$ cat src/rtl/billiard_pkg.sv
// rtl/billiard_pkg.sv - shared types and table constants for the ball physics blocks
//
// Purpose : FSM state enum, velocity type, default table geometry and the
//           six pocket-centre coordinates derived from it.
// Ports   : none (package).
package billiard_pkg;

    typedef enum logic [2:0] {
        ST_IDLE,
        ST_CUSHION,
        ST_FRICTION,
        ST_OUTPUT,
        ST_SUNK
    } state_e;

    typedef logic signed [10:0] vel_t;

    localparam int TABLE_LEFT_DEF      = 32;
    localparam int TABLE_RIGHT_DEF     = 607;
    localparam int TABLE_TOP_DEF       = 32;
    localparam int TABLE_BOTTOM_DEF    = 447;
    localparam int BALL_SIZE_DEF       = 16;
    localparam int FRICTION_PERIOD_DEF = 4;
    localparam int FRICTION_STEP_DEF   = 1;
    localparam int POCKET_RADIUS_DEF   = 12;

    // Pocket centres: three columns (left, middle, right) on two rows.
    localparam int POCKET_X_LEFT   = TABLE_LEFT_DEF;
    localparam int POCKET_X_MID    = (TABLE_LEFT_DEF + TABLE_RIGHT_DEF) / 2;
    localparam int POCKET_X_RIGHT  = TABLE_RIGHT_DEF;
    localparam int POCKET_Y_TOP    = TABLE_TOP_DEF;
    localparam int POCKET_Y_BOTTOM = TABLE_BOTTOM_DEF;

    // Two's-complement negation with the one overflow case pinned to max.
    function automatic vel_t sat_neg(input vel_t v);
        if (v == 11'sh400) begin
            return 11'sh3FF;
        end
        return -v;
    endfunction

endpackage

$ cat src/rtl/ball_pocket_detect.sv
// rtl/ball_pocket_detect.sv - combinational test of ball centre against the six pockets
//
// Purpose : flags when the ball centre is inside the square capture window
//           (inclusive, +-POCKET_RADIUS per axis) of any pocket.
// Ports   : centre_x, centre_y - 12-bit signed ball centre
//           hit                - 1 when any pocket captures the ball
module ball_pocket_detect
    import billiard_pkg::*;
#(
    parameter int POCKET_RADIUS = POCKET_RADIUS_DEF,
    parameter int X_LEFT        = POCKET_X_LEFT,
    parameter int X_MID         = POCKET_X_MID,
    parameter int X_RIGHT       = POCKET_X_RIGHT,
    parameter int Y_TOP         = POCKET_Y_TOP,
    parameter int Y_BOTTOM      = POCKET_Y_BOTTOM
) (
    input  logic signed [11:0] centre_x,
    input  logic signed [11:0] centre_y,
    output logic               hit
);

    localparam logic signed [12:0] RADIUS     = 13'(POCKET_RADIUS);
    localparam logic signed [12:0] NEG_RADIUS = -RADIUS;

    // 13-bit difference so a 12-bit centre minus a pocket coordinate cannot wrap.
    function automatic logic near(input logic signed [11:0] c, input int p);
        logic signed [12:0] d;
        d = {c[11], c} - 13'(p);
        return (d >= NEG_RADIUS) && (d <= RADIUS);
    endfunction

    logic near_xl, near_xm, near_xr, near_yt, near_yb;

    always_comb begin
        near_xl = near(centre_x, X_LEFT);
        near_xm = near(centre_x, X_MID);
        near_xr = near(centre_x, X_RIGHT);
        near_yt = near(centre_y, Y_TOP);
        near_yb = near(centre_y, Y_BOTTOM);
        hit     = (near_xl || near_xm || near_xr) && (near_yt || near_yb);
    end

endmodule

$ cat src/rtl/ball_cushion_friction.sv
// rtl/ball_cushion_friction.sv - per-frame cushion reflection, friction decay and pocketing
//
// Purpose : once per startOfFrame, captures ball position/velocity, reflects
//           off cushions, applies friction every FRICTION_PERIOD frames and
//           publishes next-frame velocity three cycles later; sinks the ball
//           when it enters a pocket.
// Ports   : clk, reset (sync, active-high), startOfFrame (1-cycle pulse)
//           positionX/Y, velocityX/Y       - 11-bit signed ball state in
//           outVelocityX/Y                  - 11-bit signed next velocity
//           velocityValid                   - 1-cycle pulse on update
//           ballMoving                      - either out velocity nonzero
//           pocketed                        - sticky ball-sunk flag
module ball_cushion_friction
    import billiard_pkg::*;
#(
    parameter int TABLE_LEFT      = TABLE_LEFT_DEF,
    parameter int TABLE_RIGHT     = TABLE_RIGHT_DEF,
    parameter int TABLE_TOP       = TABLE_TOP_DEF,
    parameter int TABLE_BOTTOM    = TABLE_BOTTOM_DEF,
    parameter int BALL_SIZE       = BALL_SIZE_DEF,
    parameter int FRICTION_PERIOD = FRICTION_PERIOD_DEF,
    parameter int FRICTION_STEP   = FRICTION_STEP_DEF,
    parameter int POCKET_RADIUS   = POCKET_RADIUS_DEF
) (
    input  logic               clk,
    input  logic               reset,
    input  logic               startOfFrame,
    input  logic signed [10:0] positionX,
    input  logic signed [10:0] positionY,
    input  logic signed [10:0] velocityX,
    input  logic signed [10:0] velocityY,
    output logic signed [10:0] outVelocityX,
    output logic signed [10:0] outVelocityY,
    output logic               velocityValid,
    output logic               ballMoving,
    output logic               pocketed
);

    localparam int FC_W = (FRICTION_PERIOD > 1) ? $clog2(FRICTION_PERIOD) : 1;
    localparam logic [FC_W-1:0] FC_LAST = FC_W'(FRICTION_PERIOD - 1);

    localparam logic signed [11:0] LEFT_E    = 12'(TABLE_LEFT);
    localparam logic signed [11:0] RIGHT_E   = 12'(TABLE_RIGHT);
    localparam logic signed [11:0] TOP_E     = 12'(TABLE_TOP);
    localparam logic signed [11:0] BOTTOM_E  = 12'(TABLE_BOTTOM);
    localparam logic signed [11:0] EDGE_OFS  = 12'(BALL_SIZE - 1);
    localparam logic signed [11:0] HALF_BALL = 12'(BALL_SIZE / 2);

    localparam vel_t STEP     = 11'(FRICTION_STEP);
    localparam vel_t NEG_STEP = -STEP;

    // Moves v toward zero by STEP; anything within STEP of zero lands on zero.
    function automatic vel_t decay(input vel_t v);
        if (v > STEP) begin
            return v - STEP;
        end else if (v < NEG_STEP) begin
            return v + STEP;
        end
        return '0;
    endfunction

    state_e            state_q, state_d;
    logic signed [10:0] pos_x_q, pos_x_d, pos_y_q, pos_y_d;
    vel_t              vel_x_q, vel_x_d, vel_y_q, vel_y_d;
    vel_t              out_vx_q, out_vx_d, out_vy_q, out_vy_d;
    logic [FC_W-1:0]   frame_cnt_q, frame_cnt_d;
    logic              valid_q, valid_d;
    logic              moving_q, moving_d;
    logic              pocketed_q, pocketed_d;

    // Edge and centre sums are 12-bit so a position near +1023 cannot wrap.
    logic signed [11:0] left_x, right_x, top_y, bottom_y, centre_x, centre_y;
    logic               reflect_x, reflect_y, pocket_hit;

    always_comb begin
        left_x    = {pos_x_q[10], pos_x_q};
        top_y     = {pos_y_q[10], pos_y_q};
        right_x   = left_x + EDGE_OFS;
        bottom_y  = top_y + EDGE_OFS;
        centre_x  = left_x + HALF_BALL;
        centre_y  = top_y + HALF_BALL;
        reflect_x = ((left_x <= LEFT_E) && (vel_x_q < 0)) ||
                    ((right_x >= RIGHT_E) && (vel_x_q > 0));
        reflect_y = ((top_y <= TOP_E) && (vel_y_q < 0)) ||
                    ((bottom_y >= BOTTOM_E) && (vel_y_q > 0));
    end

    ball_pocket_detect #(
        .POCKET_RADIUS (POCKET_RADIUS),
        .X_LEFT        (TABLE_LEFT),
        .X_MID         ((TABLE_LEFT + TABLE_RIGHT) / 2),
        .X_RIGHT       (TABLE_RIGHT),
        .Y_TOP         (TABLE_TOP),
        .Y_BOTTOM      (TABLE_BOTTOM)
    ) u_pocket (
        .centre_x (centre_x),
        .centre_y (centre_y),
        .hit      (pocket_hit)
    );

    always_comb begin
        state_d     = state_q;
        pos_x_d     = pos_x_q;
        pos_y_d     = pos_y_q;
        vel_x_d     = vel_x_q;
        vel_y_d     = vel_y_q;
        out_vx_d    = out_vx_q;
        out_vy_d    = out_vy_q;
        frame_cnt_d = frame_cnt_q;
        valid_d     = 1'b0;
        moving_d    = moving_q;
        pocketed_d  = pocketed_q;

        unique case (state_q)
            ST_IDLE: begin
                if (startOfFrame) begin
                    pos_x_d = positionX;
                    pos_y_d = positionY;
                    vel_x_d = velocityX;
                    vel_y_d = velocityY;
                    state_d = ST_CUSHION;
                end
            end
            ST_CUSHION: begin
                if (pocket_hit) begin
                    out_vx_d   = '0;
                    out_vy_d   = '0;
                    moving_d   = 1'b0;
                    pocketed_d = 1'b1;
                    state_d    = ST_SUNK;
                end else begin
                    if (reflect_x) vel_x_d = sat_neg(vel_x_q);
                    if (reflect_y) vel_y_d = sat_neg(vel_y_q);
                    state_d = ST_FRICTION;
                end
            end
            ST_FRICTION: begin
                if (frame_cnt_q == FC_LAST) begin
                    frame_cnt_d = '0;
                    vel_x_d     = decay(vel_x_q);
                    vel_y_d     = decay(vel_y_q);
                end else begin
                    frame_cnt_d = frame_cnt_q + 1'b1;
                end
                state_d = ST_OUTPUT;
            end
            ST_OUTPUT: begin
                out_vx_d = vel_x_q;
                out_vy_d = vel_y_q;
                moving_d = (vel_x_q != 0) || (vel_y_q != 0);
                valid_d  = 1'b1;
                state_d  = ST_IDLE;
            end
            ST_SUNK: begin
                state_d = ST_SUNK;
            end
            default: begin
                state_d = ST_IDLE;
            end
        endcase
    end

    always_ff @(posedge clk) begin
        if (reset) begin
            state_q     <= ST_IDLE;
            pos_x_q     <= '0;
            pos_y_q     <= '0;
            vel_x_q     <= '0;
            vel_y_q     <= '0;
            out_vx_q    <= '0;
            out_vy_q    <= '0;
            frame_cnt_q <= '0;
            valid_q     <= 1'b0;
            moving_q    <= 1'b0;
            pocketed_q  <= 1'b0;
        end else begin
            state_q     <= state_d;
            pos_x_q     <= pos_x_d;
            pos_y_q     <= pos_y_d;
            vel_x_q     <= vel_x_d;
            vel_y_q     <= vel_y_d;
            out_vx_q    <= out_vx_d;
            out_vy_q    <= out_vy_d;
            frame_cnt_q <= frame_cnt_d;
            valid_q     <= valid_d;
            moving_q    <= moving_d;
            pocketed_q  <= pocketed_d;
        end
    end

    assign outVelocityX  = out_vx_q;
    assign outVelocityY  = out_vy_q;
    assign velocityValid = valid_q;
    assign ballMoving    = moving_q;
    assign pocketed      = pocketed_q;

endmodule

$ cat config.mk
export PLATFORM = sky130hd
export DESIGN_NAME = ball_cushion_friction
export DESIGN_NICKNAME = d
export VERILOG_FILES = /design/src/rtl/billiard_pkg.sv /design/src/rtl/ball_pocket_detect.sv /design/src/rtl/ball_cushion_friction.sv
export SDC_FILE = /design/constraint.sdc
export NUM_CORES = 1
export LEC_CHECK = 0
export ABC_AREA = 0
export BUFFER_PORTS_ARGS = -buffer_cell sky130_fd_sc_hd__buf_2
export CORE_ASPECT_RATIO = 1.5
export CORE_MARGIN = 2
export CORE_UTILIZATION = 28
export DETAILED_ROUTE_END_ITERATION = 8
export SYNTH_ARGS = -nofsm -noshare
export SYNTH_HDL_FRONTEND = slang
export SYNTH_SLANG_ARGS = --single-unit
$ cat constraint.sdc
create_clock -name clk -period 3.8 [get_ports clk]
set_input_delay 0.57 -clock clk [delete_from_list [all_inputs] [get_ports clk]]
set_output_delay 0.57 -clock clk [all_outputs]
set_load 0.01 [all_outputs]
Word level (Yosys, flattened, before mapping)

Cells that the tools add are included.

Output and inout bits: 25
Flip-flop bits (word level): 74

Order comparisons: 22
Add/subtract/negate cells: 16
Multiplexer cells: 46
Equality and inequality tests: 13
Reduce and logical (&&, ||, !) cells: 26

Operators by type and width:

| cell                     | number |
|---|---|
| $mux W11                 | 19 |
| $pmux W11 S3             | 2 |
| $ge A13 B5 Y1 const B    | 5 |
| $le A13 B5 Y1 const B    | 5 |
| $reduce_bool A32 Y1      | 2 |
| $add A11 B5 Y12 const B  | 4 |
| $lt A11 B1 Y1 const B    | 4 |
| $pmux W11 S2             | 2 |
| $sub A12 B10 Y13 const B | 2 |
| $sub A12 B7 Y13 const B  | 2 |
| $add A11 B2 Y11 const B  | 2 |
| $eq A11 B11 Y1 const B   | 2 |
| $gt A11 B1 Y1 const B    | 2 |
| $gt A11 B2 Y1 const B    | 2 |
| $le A11 B7 Y1 const B    | 2 |
| $neg A11 Y11             | 2 |
| $sub A11 B2 Y11 const B  | 2 |
| $mux W1                  | 18 |
| $sub A12 B11 Y13 const B | 1 |
| $ge A12 B10 Y1 const B   | 1 |
| $ge A12 B11 Y1 const B   | 1 |
| $ne A2 B2 Y1 const B     | 6 |
| $pmux W3 S4              | 1 |
| $logic_and A1 B1 Y1      | 10 |
| 14 further kinds         | 24 |

Depth between registers and ports, before layout

Depth in word-level cells: 13
Depth in mapped cells: 16
Mapped depth without buffers: 13

Hierarchy

A second synthesis with hierarchy kept.

Cell total of the unflattened synthesis: 825
Area, all modules: 6140.9 µm²

Modules (own cells, without submodules):

| module                | seq. area each (µm²) | cells each | times used | area an instance (µm²) |
|---|---|---|---|---|
| ball_cushion_friction | 1481.4               | 611        | 1          | 4703.3 |
| ball_pocket_detect    | 0.0                  | 214        | 1          | 1437.6 |

Worst setup path before layout

No wires, ideal clock.

Kind: register to register
From: register pos_x_q[3]
To: register vel_x_q[0]
Data required time: 3.684 ns
Setup time: 0.116 ns
Cell stages (with the launch flop): 15
Data arrival time: 3.054 ns
Setup slack: 0.630 ns
Buffers on the path: 3
Path through: dfxtp_1 buf_2 inv_1 ha_1 nand4b_1 nor2_4 nor2_1 o21ai_1 mux2i_1 o2111ai_1 o311a_1 buf_4 or2_1 buf_6 a31o_1

Longest elaborated chain between the ends: 9
Elaborated cells between the ends (all ways): 25
Classes of those cells: add/sub (5); order compare (8); eq/ne (2); reduce/logical (10)

RTL lines:

| what                                                       | RTL line                     | text |
|---|---|---|
| from (decl)                                                | ball_cushion_friction.sv:63  | `logic signed [10:0] pos_x_q, pos_x_d, pos_y_q, pos_y_d;` |
| from (signal assigned)                                     | ball_cushion_friction.sv:178 | `pos_x_q <= pos_x_d;` |
| $add A11 B5 Y12                                            | ball_cushion_friction.sv:80  | `centre_x = left_x + HALF_BALL;` |
| $sub A12 B7 Y13 / $sub A12 B10 Y13 (equally long branches) | ball_pocket_detect.sv:28     | `d = {c[11], c} - 13'(p);` |
| $ge A13 B5 Y1 / $le A13 B5 Y1 (equally long branches)      | ball_pocket_detect.sv:29     | `return (d >= NEG_RADIUS) && (d <= RADIUS);` |
| $logic_and A1 B1 Y1                                        | ball_pocket_detect.sv:29     |  |
| $logic_or A1 B1 Y1 (2 in a row)                            | ball_pocket_detect.sv:40     | `hit = (near_xl \|\| near_xm \|\| near_xr) && (near_yt \|\| near_yb);` |
| $logic_and A1 B1 Y1                                        | ball_pocket_detect.sv:40     |  |
| $ne A2 B2 Y1 (no line)                                     | -                            |  |
| $reduce_and A5 Y1 (no line) *                              | -                            |  |
| to (signal assigned)                                       | ball_cushion_friction.sv:180 | `vel_x_q <= vel_x_d;` |
| to (decl)                                                  | ball_cushion_friction.sv:64  | `vel_t vel_x_q, vel_x_d, vel_y_q, vel_y_d;` |

Mark *: on every way between the ends. The rest lies on a longest branch, timed or not.
A chain may end at the register's enable or synchronous reset.

Worst setup path after layout

From: register pos_x_q[3]
To: register vel_x_q[9]

Same word-level chain as after synthesis.

==> impl_metrics.json <==
{
  "hold_viol_final": 0,
  "start_kind": "flip-flop",
  "overflow": 0,
  "pwr-share-clk_pct": 30.8,
  "cts.clk_slew.worst_paths_ps": 70,
  "wl_per_cell_um": 16.9,
  "fin_area_um2": 7370,
  "max-vdd-ir-drop_uv": 184,
  "p_leak_nw": 2.79,
  "viasPerCell": 5.61,
  "die_h_um": 190,
  "synth_commonest_cells": "98 x nand2_1, 84 x a21oi_1, 74 x dfxtp_1",
  "drc": 0,
  "period_share_pct": 92.2,
  "drive_above_1_share_pct": 17.4,
  "pwr-share-seq_pct": 33.4,
  "tns_ps": 0,
  "slowest_stage": "dfxtp_1",
  "synth.area.top_cells": "dfxtp_1 23%, a21oi_1 6.5%, nand2_1 5.7%, ha_1 5.6%, nor2_1 3.5%",
  "tritoncts": "done",
  "ys_types": 90,
  "setup.worst_path.class": "reg -> reg",
  "p_per_area_nw_per_um2": 403,
  "numCtsBuffers": 9,
  "fillerInstances": 2456,
  "first_pass_iters": 5,
  "ys.flop_type": "dfxtp_1",
  "gp_congestion": 0.900,
  "cts_sinks": 74,
  "p_sw_share_pct": 39.6,
  "ys_warn_count": 0,
  "io_pins": 72,
  "h-tree-depth": 3,
  "slew_violations": 0,
  "critPathMaxStageDelay_ps": 570,
  "postSynth.asyncResetShare_pct": 0,
  "setup_violations": 0,
  "clock.fmax_mhz": 285,
  "grt_pass1_vias": 6415,
  "io_buffers": 71,
  "cp_cell_sequence": "nand3_2 -> xor2_2 -> inv_2 -> ha_1 -> a2bb2oi_2 -> nor2_1 -> o41ai_2 -> o2111ai_1 -> o311a_2 -> buf_4 -> o311ai_1 -> o31ai_2",
  "drt_iter0_markers": 298,
  "status": "completed",
  "vias": 6637,
  "post_cts_buffers": 0,
  "syn_area_um2": 6460,
  "initial_core_util_pct": 28.3,
  "nets": 975,
  "antenna_cells": 0,
  "die_w_um": 128,
  "dieArea_um2": 24300,
  "synth_edf_count": 0,
  "switching_power_mw": 1.17,
  "slew_headroom_pct": 24.2,
  "grt_pass1_wl_mm": 32.4,
  "core_area_um2": 22800,
  "synth_top_area_cell": "dfxtp_1",
  "tightest_slew_ps": 1130,
  "dpl_cell_area_um2": 7060,
  "ys_ff_latch": 74,
  "netlist_instances": 867,
  "clk_latency_ps": 350,
  "hold_path.class": "in -> reg",
  "clockBufferDepth": 2,
  "synth_area_per_cell_um2": 7.45,
  "syn_to_final_growth_pct": 14.1,
  "timing.final.crit_period_ps": 3500,
  "cp.required_ps": 4010,
  "grt_max_degree": 56,
  "multiInputGateArea_um2": 4530,
  "finClkSkew_ps": 13.5,
  "ys_seq_area_share_pct": 22.9,
  "crit_arrival_ps": 3710,
  "antenna_found_initial": 0,
  "internal_power_mw": 1.79,
  "rows": 68,
  "grtUsageTotal_pct": 16.4,
  "ctsRootBufferMaster": "clkbuf_16",
  "routed_wl_mm": 20.0,
  "reg2reg_slack_ps": 300,
  "cap_violations": 0,
  "crit_path_end_kind": "flip-flop",
  "place_hpwl_mm": 14.6,
  "synth_nets": 943,
  "synth_top_area_share_pct": 22.9,
  "detail-route-antenna-nets": 0,
  "crit_fanout": 13,
  "synth_most_common_cell": "nand2_1",
  "rsz0062_at_grt": "false",
  "combPwrFrac_pct": 35.7,
  "register_area_um2": 1480
}
-- stage by stage --
step	hold WS, ps	power (mW)	setup slack, ps	instances	util [%]
after detailed placement	454	2.05	305	1168	30.9
final	453	2.97	296	1184	32.3
after floorplan	440	1.80	630	867	-
after global routing	463	3.15	65.1	1184	32.3
after global placement	447	2.05	310	1168	30.9
after CTS	446	2.98	289	1184	32.3
-- sequential cells by signal, summed over array words and instances, names as in the netlist, 2 cells and up --
register,count
frame_cnt_q,2
outVelocityX,11
outVelocityY,11
pos_x_q,11
pos_y_q,11
state_q,3
vel_x_q,11
vel_y_q,11
-- power groups by stage --
stage | registers, mW | clock network [mW] | logic (mW)
after CTS | 0.989 | 0.935 | 1.05
after detailed placement | 1.01 | 0 | 1.05
after global placement | 1.01 | 0 | 1.04
after global routing | 1.01 | 0.964 | 1.18
final | 0.991 | 0.914 | 1.06
after floorplan | 0.889 | 0 | 0.906
-- area by class of cell --
class | instances | area share, %
inverter | 30 | 1.53
multi-input combinational | 683 | 61.5
tap | 280 | 4.76
clock inverter | 7 | 1.12
sequential | 74 | 20.1
timing repair buffer | 101 | 7.88
clock buffer | 9 | 3.06
-- kinds of logic (layout without fill, tap and decap cells) --
family                   Yosys count  in the layout  share of synthesized area, %
AO/OA/AOI/OAI                    269            269                          29.8
buffers and inverters            110            147                          7.03
AND/OR/NAND/NOR                  330            330                          26.0
multiplexers                      12             12                          1.88
adder cells (fa/ha/maj)           29             29                          5.62
flip-flops                        74             74                          22.9
XOR/XNOR                          43             43                          6.71
-- critical path, delay by kind of cell (launching register included) --
family,cells,cell delay [ps]
buffers and inverters,2,340
adder cells (fa/ha/maj),1,350
XOR/XNOR,1,290
flip-flops,1,570
AO/OA/AOI/OAI,6,1560
AND/OR/NAND/NOR,2,240
-- worst paths after layout --
check,from,endpoint,cells past startpoint
worst min register to register,frame_cnt_q[1]$_SDFFE_PP0P_,frame_cnt_q[1]$_SDFFE_PP0P_,2
worst max register to register,pos_x_q[3]$_SDFFE_PP0P_,vel_x_q[9]$_SDFFE_PP0P_,12
worst max-delay path,pos_x_q[3]$_SDFFE_PP0P_,vel_x_q[9]$_SDFFE_PP0P_,12
worst min-delay path,positionY[5],pos_y_q[5]$_SDFFE_PP0P_,3
-- cells in the final DEF (no fill, tap or decap), types with 29 or more instances in the layout --
master	count
nand2_1	98
a21oi_1	84
dfxtp_1	74
buf_2	71
nor2_1	61
nor3_1	41
o21ai_0	33
buf_4	30
ha_1	29
-- layer usage --
layer  part of all wire (%)  track usage [%]  vias up
met4                    3.9             8.37        0
met3                    4.0             2.08       41
met5                      0                0        -
met2                     50             29.1      171
li1                       -                -     3259
met1                     42             19.2     3166
-- repair_timing --
item,4_1_cts,5_1_grt
endpoints found under the setup margin,0,34
resized for setup,0,1
hold buffers,0,0
Power figures use the tool's default switching activity.
